--- src/rtl/uart_tx_arbiter.sv ---
// uart_tx_arbiter: round-robin burst arbiter feeding a UART transmitter FIFO,
// with a drain-then-configure handshake that takes priority over data traffic.
module uart_tx_arbiter #(
    parameter int BURST_MAX = 4
) (
    input  logic       clk_i,
    input  logic       rst_i,
    input  logic       ch0_valid_i,
    input  logic [7:0] ch0_data_i,
    output logic       ch0_ready_o,
    input  logic       ch1_valid_i,
    input  logic [7:0] ch1_data_i,
    output logic       ch1_ready_o,
    input  logic       cfg_req_i,
    output logic       cfg_ack_o,
    output logic [7:0] data_tx_o,
    output logic       tx_fifo_write_o,
    input  logic       tx_fifo_full_i,
    input  logic       tx_fifo_empty_i,
    input  logic       tx_done_i,
    input  logic       req_done_i,
    output logic       enable_o,
    output logic       config_req_mst_o,
    output logic [1:0] grant_o
);
    typedef enum logic [1:0] {IDLE, GRANT, DRAIN, CFG} state_t;

    state_t      state, state_nxt;
    logic [1:0]  grant, grant_nxt;
    logic        last, last_nxt;
    logic        busy;
    logic [3:0]  burst_cnt, burst_cnt_nxt;
    logic [1:0]  valid, ready;
    logic        write, gvalid, pick1, last_beat;

    assign valid     = {ch1_valid_i, ch0_valid_i};
    // last == 1 means ch1 held the most recent grant, so ch0 wins a tie
    assign pick1     = ch1_valid_i & (!ch0_valid_i | !last);
    assign ready     = (state == GRANT && !tx_fifo_full_i && !cfg_req_i) ? grant : 2'b00;
    assign write     = |(ready & valid);
    assign gvalid    = |(grant & valid);
    assign last_beat = burst_cnt == 4'(BURST_MAX - 1);

    assign ch0_ready_o     = ready[0];
    assign ch1_ready_o     = ready[1];
    assign tx_fifo_write_o = write;
    assign data_tx_o       = grant[1] ? ch1_data_i : ch0_data_i;
    assign grant_o         = grant;

    always_ff @(posedge clk_i or posedge rst_i) begin
        if (rst_i) begin
            state     <= IDLE;
            grant     <= 2'b00;
            last      <= 1'b1;
            busy      <= 1'b0;
            burst_cnt <= 4'd0;
        end else begin
            state     <= state_nxt;
            grant     <= grant_nxt;
            last      <= last_nxt;
            burst_cnt <= burst_cnt_nxt;
            busy      <= write ? 1'b1 : (tx_done_i && tx_fifo_empty_i) ? 1'b0 : busy;
        end
    end

    always_comb begin
        state_nxt        = state;
        grant_nxt        = grant;
        last_nxt         = last;
        burst_cnt_nxt    = burst_cnt;
        cfg_ack_o        = 1'b0;
        config_req_mst_o = 1'b0;
        enable_o         = !rst_i;
        case (state)
            IDLE: begin
                if (cfg_req_i) begin
                    state_nxt = DRAIN;
                end else if (|valid) begin
                    state_nxt     = GRANT;
                    grant_nxt     = pick1 ? 2'b10 : 2'b01;
                    burst_cnt_nxt = 4'd0;
                end
            end
            GRANT: begin
                burst_cnt_nxt = write ? burst_cnt + 4'd1 : burst_cnt;
                // the final beat of a burst leaves on the same edge that counts it
                if (cfg_req_i || !gvalid || (write && last_beat)) begin
                    state_nxt = cfg_req_i ? DRAIN : IDLE;
                    grant_nxt = 2'b00;
                    last_nxt  = grant[1];
                end
            end
            DRAIN: begin
                state_nxt = (!busy && tx_fifo_empty_i) ? CFG : DRAIN;
            end
            CFG: begin
                config_req_mst_o = 1'b1;
                enable_o         = 1'b0;
                cfg_ack_o        = req_done_i;
                state_nxt        = req_done_i ? IDLE : CFG;
            end
            default: state_nxt = IDLE;
        endcase
    end
endmodule

--- config.mk ---
export PLATFORM = sky130hd
export DESIGN_NAME = uart_tx_arbiter
export DESIGN_NICKNAME = d
export VERILOG_FILES = /design/src/rtl/uart_tx_arbiter.sv
export SDC_FILE = /design/constraint.sdc
export NUM_CORES = 1
export LEC_CHECK = 0
export ABC_AREA = 1
export BUFFER_PORTS_ARGS = -buffer_cell sky130_fd_sc_hd__clkbuf_2
export CORE_MARGIN = 3
export CORE_UTILIZATION = 42
export DETAILED_ROUTE_END_ITERATION = 12
export PLACE_DENSITY = 0.77
export SLEW_MARGIN = 20
export SYNTH_ARGS = -nofsm -noshare
export SYNTH_HDL_FRONTEND = slang
export SYNTH_SLANG_ARGS = --single-unit
--- constraint.sdc ---
create_clock -name clk_i -period 1.2 [get_ports clk_i]
set_input_delay 0 -clock clk_i [delete_from_list [all_inputs] [get_ports clk_i]]
set_output_delay 0 -clock clk_i [all_outputs]
set_load 0.01 [all_outputs]
==> results of run 1 <==
[through the flow]
step | setup WS [ps] | setup TNS, ps | cells
after floorplan | 99.6 | 0 | 118
after CTS | -16.2 | -32.7 | 186
after global routing | -97.1 | -923 | 189
final | -20.0 | -56.6 | 189
after detailed placement | 15.1 | 0 | 176
after global placement | 59.5 | 0 | 176
[how the worst min path moves through the flow]
stage	to	slack [ps]	depth (start not counted)
6_report	busy	-7	4
5_1_grt	busy	20	4
4_1_cts	busy	2	4
3_5_place_dp	state[1]	2	2
3_3_place_gp	state[1]	-8	2
2_1_floorplan	burst_cnt[0]	-160	1
[metal layers]
layer | vias to the layer above | part of all wire | global-route usage
met5 | - | 0 | 0
met4 | 0 | 0.0048 | 0.0166
met3 | 2 | 0.073 | 0.0460
met2 | 34 | 0.51 | 0.318
met1 | 377 | 0.41 | 0.223
li1 | 467 | - | -
[flip-flops by register name, indices dropped and copies added, names as in the netlist]
register	cells
burst_cnt	4
busy	1
grant_o	2
last	1
state	2
[worst reg2reg max path, stage by stage (launching register included)]
cell and delay [ps]:
dfrtp_1 390, inv_2 80, nand2_4 60, nor2_4 140
buf_4 130, nand2_2 40, nand3_1 80, nand2_1 80
nand2_1 60, nand2_1 40
[where the power goes]
part / switching, W / leakage (nW) / total (W) / internal [W]
registers: 0.0000835 / 0.127 / 0.000517 / 0.000434
clock network: 0.000118 / 0.0150 / 0.000246 / 0.000128
logic: 0.000601 / 0.553 / 0.00102 / 0.000417
total: 0.000802 / 0.695 / 0.00178 / 0.000979
[cells by family (layout without fill, tap and decap cells)]
family	Yosys count	after routing	share of synthesized area
adders and majority gates	1	1	0.0174
buffers and inverters	19	74	0.101
DFF	10	10	0.350
and+or+nand+nor	80	80	0.463
AOI/OAI and AO/OA	8	8	0.0679
[final cells by class]
class / instances / share of cell area
multi-input cells: 89 / 0.379
repair buffers: 52 / 0.279
flip-flops and latches: 10 / 0.233
inverters: 18 / 0.0668
clock buffers: 4 / 0.0242
well taps: 16 / 0.0184
[synthesized netlist by cell type (all sizes together)]
cell and count:
a21oi 3, buf 1, clkinv 1, dfrtp 9
dfstp 1, ha 1, inv 17, nand2 58
nand3 4, nor2 15, nor3 2, o21ai 4
o22ai 1, or2 1
[repair_timing]
item | in CTS | in global routing
setup endpoints to repair | 11 | 19
gates cloned | 0 | 0
hold buffers | 1 | 0
setup buffers | 5 | 3
resized for setup | 5 | 14
hold endpoints to repair | 9 | 0
pin swaps | 3 | 1
==> summary.txt, run 1 <==
Outcome
  – Outcome: finished, violations left
  – Violated checks: hold timing, setup timing

Route
  – Via/cell ratio: 4.66
  – Routed via count: 880
  – Drt wl/cell: 9.85 um
  – Post-route ant nets: 0
  – DRT Wirelength: around 1900 um
  – Initial DRC count: 14
  – Number of remaining DRC errors: 0
  – Pre-antenna DRT Iters: 6

Final layout
  – Layout net count: 200
  – Most frequent cells in the layout: nand2_1, clkbuf_2, inv_1
  – FILL cells: 130
  – Post-route design area: between 1000 and 1500 sq um
  – Diodes inserted: 0
  – Sequential cell area: 253 sq um
  – Finished Core Util: 0.697
  – Share of cells above drive strength 1: 0.416
  – Multi-input gate area: 412 sq um
  – Area Growth Syn to Fin: 51.2%
  – Commonest non-fill, non-tap cell in the layout: nand2_1

Setup path
  – Critical path class: register to register
  – CP endpoint kind: register
  – Critical path depth: 9
  – CP max stage cell: dfrtp_1
  – Setup crit start kind: register
  – Top delay family on crit path: simple AND/OR/NAND/NOR gates
  – End of the worst register-to-register path: grant_o[0]
  – Critical Path Max Stage Delay: around 390 ps
  – Worst Setup EP: grant_o[0]
  – WP data arrival: approximately 1400 ps
  – Crit path launch: state[1]
  – Worst-path cell chain: inv_2, nand2_4, nor2_4, buf_4, nand2_2, nand3_1, nand2_1, nand2_1, nand2_1
  – Worst r2r src: state[1]
  – R2r setup slk: -20 ps
  – Worst-path fanout max: 3
  – Critical path buffers and inverters: 2
  – Critical Path RT: 1350 ps
  – Worst Reg2Reg Path Length in Cells: 9
  – Crit path top cell by count: nand2_1

Global routing
  – Gr ovfl total: 0
  – First-pass GRT wire length: 2940 um
  – GR Util All Layers: 0.179
  – Largest net degree at the start of global routing: 11
  – Initial antenna violation count: 0
  – Vias in the first global route: between 700 and 800

Timing
  – Final Setup Violations: 6
  – Worst Skew: 7.87 ps
  – WHS: -7.19 ps
  – Fmax: 0.820 GHz
  – RSZ-0062 raised after global routing: true
  – Slew @ Worst Pin: 404 ps
  – Final Cycle Share: 1.02
  – Pins Over Slew Limit: 0
  – Fin. Hold Viols: 1
  – Relative slew slack: 0.731
  – Tmin final: 1220 ps
  – Final worst setup slack: -20.0 ps

Synth
  – #FFs+latches synth: 10
  – Syn Inst Count: 118
  – Ys Warns: 0
  – Seq/Total Area, Yosys: 0.350
  – Mapped cell area: 718 sq um
  – Area contributors post-synth: dfrtp_1, nand2_1, inv_1, nor2_1, dfstp_2
  – Yosys top cell area share: 0.314
  – Yosys top cell by area: dfrtp_1
  – Net Count, Synth: 144
  – Netlist cell types: 19
  – Syn Area/Cell: 6.09 sq um

Placement
  – GPL Wtd Cong: 0.891
  – Half-perimeter wire length after placement: around 1500 um
  – IO Port Bufs: 40
  – DP Area: 956 sq um

Clocking
  – Worst-case clock buffer depth: 2
  – TritonCTS clock tree: yes
  – Cts bufs inserted: 3
  – CTS Sinks: 10
  – Htree depth: 1
  – Clk_lat worst skew: 260 ps
  – Root Buffer: clkbuf_4
  – Clock slew at reported path FFs: about 70 ps

Worst hold path
  – Hold Path Origin: tx_done_i
  – Worst Hold Class: primary input to register

Pwr
  – Overall Power: 0.00178 W
  – Maximum VDD drop: about 1.1 mV
  – Leak pwr: 0.695 nW
  – Pwr Density: 1640 nW/um^2

Job
  – Maxcap violations: 0

Die
  – Die ar.: 2240 sq um
  – Die height: 47.4 um
  – Die Wd: 47.4 um
  – Core Area: ~1600 sq um
  – Row count: 14
  – I/O pin cnt: 41
  – Initial Util: 0.461
(Power assumes the default switching activity.)
==> inputs of run 2 (changes only) <==
--- a/config.mk
+++ b/config.mk
@@ -7,6 +7,7 @@
 export LEC_CHECK = 0
 export ABC_AREA = 1
 export BUFFER_PORTS_ARGS = -buffer_cell sky130_fd_sc_hd__clkbuf_2
+export CORE_ASPECT_RATIO = 1.25
 export CORE_MARGIN = 3
 export CORE_UTILIZATION = 42
 export DETAILED_ROUTE_END_ITERATION = 12
==> run 2 against run 1 <==
The run still ends with hold timing, setup timing left. Worst hold slack got worse by 2.3 ps. Wire length increased by 17%. Register-to-register slack got worse by 50 ps. Sequential cell count unchanged. Via count increased by 2.2%. Non-clock buffer count increased by 2. Cell area increased by 5.9%. Global-route usage increased by 1.1 points. Critical path depth decreased by 1. Worst setup slack got worse by 46 ps. Critical endpoint is now burst_cnt[3]. Clock-buffer cell count unchanged.
==> summary.txt, run 2 (synthesized netlist as in run 1, its figures left out) <==
Timing
  – Worst Skew: 5.70 ps (-2.17 ps)
  – Slew @ Worst Pin: 401 ps (-2.99 ps)
  – Final Cycle Share: 1.05 (+0.0380)
  – Final worst setup slack: -65.6 ps (-45.6 ps)
  – Relative slew slack: 0.733 (+0.00199)
  – RSZ-0062 raised after global routing: true
  – Pins Over Slew Limit: 0 (unchanged)
  – Tmin final: 1270 ps (+45.6 ps)
  – Final Setup Violations: 7 (+1)
  – WHS: -9.53 ps (-2.34 ps)
  – Fmax: 0.790 GHz (-3.6%)
  – Fin. Hold Viols: 1 (unchanged)

Pwr
  – Leak pwr: 0.710 nW (+2.1%)
  – Pwr Density: 1680 nW/um^2 (+2.2%)
  – Maximum VDD drop: 1.21 mV (+9.5%)

Final layout
  – Top reg by flops: burst_cnt
  – Share of cells above drive strength 1: 0.440 (+0.0238)
  – Most frequent cells in the layout: nand2_1, clkbuf_2, inv_1
  – Fin cells: 193 (+2.1%)
  – Diodes inserted: 0 (unchanged)
  – Commonest non-fill, non-tap cell in the layout: nand2_1
  – Area Growth Syn to Fin: 60.1%
  – Layout net count: 202 (+1.0%)
  – Max reg flops: 4 (unchanged)
  – FILL cells: 116 (-11%)

Route
  – Number of remaining DRC errors: 0 (unchanged)
  – Wire length on met1: 838 um (+9.0%)
  – Routed via count: 899 (+2.2%)
  – DRT Wirelength: 2170 um (+17%)
  – Via/cell ratio: 4.66 (about the same)
  – Top layer in use: met4
  – Drt wl/cell: 11.2 um (+14%)
  – Post-route ant nets: 0 (unchanged)
  – Initial DRC count: 24 (+10)
  – Wire length on met3: 196 um (+45%)
  – Pre-antenna DRT Iters: 4 (-2)
  – WL met2: 1070 um (+13%)

Placement
  – GPL Wtd Cong: 0.903 (+1.3%)
  – IO Port Bufs: 40 (unchanged)
  – Cell count after placement: 177 (+0.57%)
  – Half-perimeter wire length after placement: 1440 um (-0.89%)

Setup path
  – Setup crit start kind: register
  – WP data arrival: 1470 ps (+100 ps)
  – Worst-path fanout max: 6 (+3)
  – Critical Path RT: 1410 ps (+60 ps)
  – CP endpoint kind: register
  – Critical path class: register to register

Die
  – Die Wd: 43.0 um (-9.2%)
  – I/O pin cnt: 41 (unchanged)
  – Core Area: 1580 sq um (+1.4%)
  – Die height: 52.2 um (+10%)
  – Initial Util: 0.454 (-0.00656)
  – Die ar.: 2250 sq um (+0.15%)
  – Row count: 16 (+2)

Outcome
  – Outcome: finished, violations left
  – Violated checks: hold timing, setup timing

Clocking
  – CTS Sinks: 10 (unchanged)
  – Worst-case clock buffer depth: 2 (unchanged)
  – TritonCTS clock tree: yes
  – Clk_lat worst skew: 280 ps (+20 ps)
  – Htree depth: 1 (unchanged)
  – Root Buffer: clkbuf_4
  – Cts bufs inserted: 3 (unchanged)
  – Clock slew at reported path FFs: 80 ps (about the same)

Global routing
  – Gr ovfl total: 0 (unchanged)
  – Vias in the first global route: 821 (+11%)
  – Largest net degree at the start of global routing: 11 (unchanged)
  – First-pass GRT wire length: 3200 um (+8.9%)
  – GR Util All Layers: 0.189 (+0.0105)
  – Initial antenna violation count: 0 (unchanged)

Worst hold path
  – Worst Hold Class: primary input to register

Job
  – Maxcap violations: 0 (unchanged)
==> run 2: layer usage <==
metal	global-route usage	vias to the layer above
met3	0.0206	8
met4	0.116	0
met2	0.350	45
met5	0	-
met1	0.203	380
li1	-	466
==> run 2: timing repair <==
action | 4_1_cts | 5_1_grt
resized for setup | 6 | 19
hold buffers | 3 | 0
hold endpoints to repair | 12 | 0
buffers inserted | 7 | 2
setup endpoints to repair | 13 | 13
pin swaps | 6 | 5
==> run 2: area by class of cell <==
class | instances | area [sq um] | share of cell area
Multi-Input combinational cell | 89 | 444 | 0.386
Timing Repair Buffer | 54 | 327 | 0.284
Sequential cell | 10 | 251 | 0.219
Inverter | 18 | 68.8 | 0.0598
Clock buffer | 4 | 36.3 | 0.0316
Tap cell | 18 | 22.5 | 0.0196
==> run 2: critical path, cell delays in order, from the launching register on <==
cell and delay (ps):
dfrtp_1 400, inv_2 90, nand2_4 60, nor2_4 140, nand2_4 100, buf_6 130, o21ai_2 110, nand2_1 60
nor2_1 110
==> run 2: per-stage QoR <==
stage               total power [W]  utilization  TNS (ps)  setup slack [ps]  cell area, sq um
floorplan                   0.00109            -         0              99.6               718
global placement            0.00141        0.601         0              55.1               951
detailed placement          0.00142        0.601         0              3.29               951
CTS                         0.00185        0.684     -97.6             -46.5              1080
global route                0.00208        0.727      -929              -160              1150
finish                      0.00193        0.727      -256             -65.6              1150
==> run 2: power by group <==
group | total [W] | internal, W | switching, W | leakage (nW)
combinational | 0.00109 | 0.000444 | 0.000643 | 0.560
clock | 0.000320 | 0.000185 | 0.000136 | 0.0210
sequential | 0.000519 | 0.000430 | 0.0000891 | 0.128
==> run 2: worst paths after layout <==
kind | start | end | slack, ps | cells after the start
hold reg to reg | last | last | 480 | 2
min in group asynchronous | rst_i | grant_o[0] | 250 | 3
hold / removal | tx_fifo_empty_i | busy | -10 | 4
max in group asynchronous | rst_i | last | 630 | 3
setup / recovery | state[1] | burst_cnt[3] | -70 | 8
setup reg to reg | state[1] | burst_cnt[3] | -70 | 8
